$ cat config.mk
export PLATFORM = sky130hd
export DESIGN_NAME = rot_sel_fsm
export DESIGN_NICKNAME = d
export VERILOG_FILES = /design/src/rtl/rot_sel_pkg.sv /design/src/rtl/rot_ptr_ctr.sv /design/src/rtl/rot_sel_fsm.sv
export SDC_FILE = /design/constraint.sdc
export NUM_CORES = 1
export LEC_CHECK = 0
export CORE_AREA = 2 2 39 41
export DETAILED_ROUTE_END_ITERATION = 8
export DIE_AREA = 0 0 41 43
export SLEW_MARGIN = 30
export SYNTH_ARGS = -nofsm -noshare
export SYNTH_HDL_FRONTEND = slang
export SYNTH_HIERARCHICAL = 1
export SYNTH_SLANG_ARGS = --single-unit
$ cat constraint.sdc
create_clock -name clk -period 7 [get_ports clk]
set_input_delay 2.1 -clock clk [delete_from_list [all_inputs] [get_ports clk]]
set_output_delay 2.1 -clock clk [all_outputs]
set_load 0.005 [all_outputs]
$ cat src/rtl/rot_sel_pkg.sv
// Shared constants and helpers for the rotating channel selector.
package rot_sel_pkg;

    localparam int unsigned DEF_WIDTH = 2;
    localparam int unsigned DEF_NCH   = 2;

    localparam logic DIR_UP = 1'b0;
    localparam logic DIR_DN = 1'b1;

    // Pointer width for n channels, never narrower than one bit.
    function automatic int unsigned pw_of(input int unsigned n);
        return (n <= 32'd2) ? 32'd1 : 32'($clog2(n));
    endfunction

endpackage

$ cat src/rtl/rot_ptr_ctr.sv
// Wrapping up/down channel pointer with load, wrap and illegal-load flags.
module rot_ptr_ctr
    import rot_sel_pkg::*;
#(
    parameter int unsigned NCH = DEF_NCH,
    localparam int unsigned PW = pw_of(NCH)
) (
    input  logic          clk,
    input  logic          reset,
    input  logic          adv,
    input  logic          dir,
    input  logic          load,
    input  logic [PW-1:0] load_ptr,
    output logic [PW-1:0] ptr,
    output logic [PW-1:0] nxt,
    output logic          wrap,
    output logic          err
);

    localparam logic [PW-1:0] LAST = PW'(NCH - 1);

    logic [PW-1:0] ptr_d;
    logic          wrap_d;
    logic          err_d;
    logic          bad_ptr;

    // A full power-of-two pointer range cannot hold an illegal value.
    generate
        if (NCH == (32'd1 << PW)) begin : g_pow2
            assign bad_ptr = 1'b0;
        end else begin : g_npow2
            assign bad_ptr = (load_ptr >= PW'(NCH));
        end
    endgenerate

    always_comb begin
        nxt = ptr;
        if (dir == DIR_UP) begin
            nxt = (ptr == LAST) ? '0 : ptr + PW'(1);
        end else begin
            nxt = (ptr == '0) ? LAST : ptr - PW'(1);
        end
    end

    // Load outranks advance and never reports a wrap.
    always_comb begin
        ptr_d  = ptr;
        wrap_d = 1'b0;
        err_d  = 1'b0;
        if (load) begin
            ptr_d = bad_ptr ? '0 : load_ptr;
            err_d = bad_ptr;
        end else if (adv) begin
            ptr_d  = nxt;
            wrap_d = (dir == DIR_UP) ? (ptr == LAST) : (ptr == '0);
        end
    end

    always_ff @(posedge clk or negedge reset) begin
        if (!reset) begin
            ptr  <= '0;
            wrap <= 1'b0;
            err  <= 1'b0;
        end else begin
            ptr  <= ptr_d;
            wrap <= wrap_d;
            err  <= err_d;
        end
    end

endmodule

$ cat src/rtl/rot_sel_fsm.sv
// Rotating channel selector: Mealy look-ahead mux plus registered copy.
module rot_sel_fsm
    import rot_sel_pkg::*;
#(
    parameter int unsigned WIDTH = DEF_WIDTH,
    parameter int unsigned NCH   = DEF_NCH,
    localparam int unsigned PW   = pw_of(NCH)
) (
    input  logic                 clk,
    input  logic                 reset,
    input  logic [NCH*WIDTH-1:0] ch_in,
    input  logic                 en,
    input  logic                 d,
    input  logic                 dir,
    input  logic                 load,
    input  logic [PW-1:0]        load_ptr,
    output logic [WIDTH-1:0]     x_var,
    output logic [WIDTH-1:0]     x_q,
    output logic [PW-1:0]        ptr_q,
    output logic                 wrap,
    output logic                 err
);

    logic             adv;
    logic [PW-1:0]    nxt;
    logic [PW-1:0]    sel;
    logic [WIDTH-1:0] ch [NCH];

    assign adv = en & d;

    generate
        for (genvar k = 0; k < int'(NCH); k++) begin : g_unpack
            assign ch[k] = ch_in[k*WIDTH +: WIDTH];
        end
    endgenerate

    rot_ptr_ctr #(
        .NCH (NCH)
    ) u_ptr (
        .clk      (clk),
        .reset    (reset),
        .adv      (adv),
        .dir      (dir),
        .load     (load),
        .load_ptr (load_ptr),
        .ptr      (ptr_q),
        .nxt      (nxt),
        .wrap     (wrap),
        .err      (err)
    );

    // Show the channel being advanced to in the same cycle; blank during reset.
    always_comb begin
        sel   = adv ? nxt : ptr_q;
        x_var = reset ? ch[sel] : '0;
    end

    always_ff @(posedge clk or negedge reset) begin
        if (!reset) begin
            x_q <= '0;
        end else begin
            x_q <= x_var;
        end
    end

endmodule

==> run_results.csv, run 1 <==
group,metric,value,unit
outcome,status,"complete, no violations",
critical_path,worst_path_max_delay_cell,"clkdlybuf4s50_1",
sta,finClkSkew,0.00507,ns
die,die_h,43,um
grt,grt_usage,7.24,%
pwr,p_switching,0.0178,mW
grt,grt_pass1_vias,181,
final_layout,finalNetCount,57,
critical_path,setup.worst_path.start_class,"primary input",
critical_path,crit_top_cell,"clkdlybuf4s50_1",
pwr,pwr-share-comb,28.2,%
pwr,cellLeakagePower,0.207,nW
route,antenna_left,0,
final_layout,instances_no_fill,58,
pwr,seqPwrFrac,34.4,%
critical_path,path_class,"in2out",
clocking,postCtsResizedCells,0,
critical_path,cpPeakStageDelay,0.53,ns
logic_synthesis,ys_types,14,
sta,finalHoldViolCount,0,
sta,fin_setup_tns,0,ns
grt,grt_pass1_wl,710,um
sta,rsz0062_at_grt,"no",
logic_synthesis,synth_cells,24,
clocking,cts.sinks,4,
hold_path,hold_path_class,"reg2reg",
clocking,post_cts_buffers,0,
clocking,cts_tree,"yes",
final_layout,diodes,0,
pwr,clkPwrFrac,37.5,%
die,rows,14,
placed_design,placedCellCount,55,
die,initial_utilization,18.1,%
sta,timing.final.crit_share,88.9,%
die,io_pins,18,
clocking,cts_hold_buffers,0,
logic_synthesis,synth_nets,37,
clocking,root_buffer,"clkbuf_4",
critical_path,critical_path_arrival,4.12,ns
critical_path,crit_path_end_kind,"output port",
critical_path,critPathMaxFanout,2,
route,routed_via_density,3.79,
die,die_w,41,um
sta,setup_ws,0.779,ns
grt,grt_start_max_net_pins,9,
logic_synthesis,yosysTopAreaCell,"dfrtp_1",
grt,overflow,0,
sta,min_period,6.22,ns
placed_design,port_buffers,16,
pwr,swShare,23.2,%
logic_synthesis,syn-cell-area,250,um^2
clocking,clk_path_buf_depth,2,
sta,max_freq,0.161,GHz
die,floorplan.core_area,1380,um^2
critical_path,path_cells,"clkdlybuf4s50_1 > inv_1 > ha_1 > or2_2 > mux2i_2 > mux2i_1 > clkdlybuf4s50_1",
die,dieArea,1760,um^2
grt,antenna_found_initial,0,
final_layout,mostFrequentLayoutCells,"clkdlybuf4s50_1 (16), nand2_1 (5), dfrtp_1 (4)",
logic_synthesis,yosys_warnings,6,
sta,setup_viol,0,
logic_synthesis,seq_area_frac_synth,40.0,%
pwr,p_int,0.0589,mW
clocking,clkSlewWorstSetupHoldPaths,0.04,ns
route,routedWlPerCell,8.50,um
route,drtPass1Iterations,1,
logic_synthesis,synth_top_area_share,40.0,%
final_layout,syn2layout_area_growth,78.0,%
pwr,power_density,172,nW/um^2
route,drtIter0Drc,0,
sta,maxSlewViolCount,0,
logic_synthesis,yosys-top-cells-area,"dfrtp_1 (40%), ha_1 (10%), mux2i_1 (8.0%), nand2_1 (7.5%), mux2i_2 (5.5%)",
route,vias,220,
placed_design,dp_worst_setup_slack,0.751,ns
final_layout,drive_gt1_share,21.4,%
route,wirelength,493,um
clocking,h-tree-depth,1,
pwr,peakVddDrop,0.0000474,V
clocking,clk_latency,0.24,ns
job,max_cap_violations,0,
logic_synthesis,syn_avg_cell_area,10.4,um^2
clocking,cts_buffers,3,
logic_synthesis,synth_seq_cells,4,
critical_path,required,4.90,ns
final_layout,final_common_cell,"clkdlybuf4s50_1",
route,drcViolationCount,0,
placed_design,globalplace.congestion,0.692,
power by group through the flow:
stage | combinational [mW] | sequential (mW) | clock, mW
final | 0.0216 | 0.0264 | 0.0287
after global routing | 0.0235 | 0.0265 | 0.0343
after CTS | 0.0219 | 0.0264 | 0.0301
after detailed placement | 0.0219 | 0.0267 | 0
after global placement | 0.0217 | 0.0266 | 0
after floorplan | 0.00849 | 0.0268 | 0
worst max-delay path: cells and delay by family:
kind                     cells  cell delay [ns]
adder cells (fa/ha/maj)      1             0.21
multiplexers                 2             0.48
AND/OR/NAND/NOR              1             0.28
buffers and inverters        3             1.06
through the flow:
step / cell area, um^2 / power (mW) / hold slack (ns) / utilization [%]
floorplan: 250 / 0.0352 / 0.621 / -
global placement: 423 / 0.0483 / 0.641 / 30.6
detailed placement: 423 / 0.0485 / 0.647 / 30.6
CTS: 445 / 0.0784 / 0.652 / 32.2
global route: 445 / 0.0844 / 0.666 / 32.2
finish: 445 / 0.0767 / 0.658 / 32.2
Yosys cell counts:
cell type / instances
and2_4: 1
and3b_2: 1
buf_4: 1
conb_1: 1
dfrtp_1: 4
ha_1: 2
inv_1: 2
mux2i_1: 2
mux2i_2: 1
nand2_1: 5
nor2_1: 1
nor3b_2: 1
o31ai_2: 1
or2_2: 1
layout make-up:
| class | instances | area [um^2] |
|---|---|---|
| Multi-Input combinational cell | 17 | 135 |
| Inverter | 2 | 7.51 |
| Sequential cell | 4 | 100 |
| Timing Repair Buffer | 16 | 160 |
| Clock buffer | 3 | 22.5 |
| Tap cell | 16 | 20.0 |
| Fill cell | 151 | 938 |
logic make-up (layout without fill, tap and decap cells):
logic type,count (synthesis),after routing,synth area share [%]
AND/OR/NAND/NOR,10,10,24.0
flip-flops,4,4,40.0
multiplexers,3,3,13.5
buffers and inverters,3,21,6.00
adder cells (fa/ha/maj),2,2,10.0
other,1,1,1.50
AO/OA/AOI/OAI,1,1,5.00
final timing paths:
kind,start,end,slack (ns),cells past startpoint
min in group asynchronous,reset,u_ptr/wrap$_DFF_PN0_,2.11,1
worst min-delay path,u_ptr/ptr$_DFFE_PN0P_,u_ptr/ptr$_DFFE_PN0P_,0.66,2
worst max-delay path,dir,x_var[0],0.78,7
worst max register to register,u_ptr/ptr$_DFFE_PN0P_,x_q[0]$_DFF_PN0_,5.44,5
worst min register to register,u_ptr/ptr$_DFFE_PN0P_,u_ptr/ptr$_DFFE_PN0P_,0.66,2
max in group asynchronous,reset,u_ptr/ptr$_DFFE_PN0P_,4.66,1
per-layer routing:
layer	GRT usage (%)	up-vias	part of all wire [%]
met5	0	-	0
met2	7.50	14	45
li1	-	113	-
met3	4.71	0	13
met4	12.0	0	0
met1	6.80	93	42
sequential cells by signal, indices dropped and copies added (netlist names):
register / cells
x_q: 2
u_ptr/ptr: 1
u_ptr/wrap: 1
(Power assumes the default switching activity.)
==> run 2: changes to the inputs <==
--- a/config.mk
+++ b/config.mk
@@ -13,3 +13,4 @@
 export SYNTH_HDL_FRONTEND = slang
 export SYNTH_HIERARCHICAL = 1
 export SYNTH_SLANG_ARGS = --single-unit
+export TNS_END_PERCENT = 5
==> results of run 2 <==
Same layout as run 1: the final DEF is identical, and so are final timing and power.
==> run 3: changes to the inputs <==
--- a/config.mk
+++ b/config.mk
@@ -8,6 +8,7 @@
 export CORE_AREA = 2 2 39 41
 export DETAILED_ROUTE_END_ITERATION = 8
 export DIE_AREA = 0 0 41 43
+export HOLD_SLACK_MARGIN = 0.02
 export SLEW_MARGIN = 30
 export SYNTH_ARGS = -nofsm -noshare
 export SYNTH_HDL_FRONTEND = slang
==> results of run 3 <==
Same layout as run 1: the final DEF is identical, and so are final timing and power.
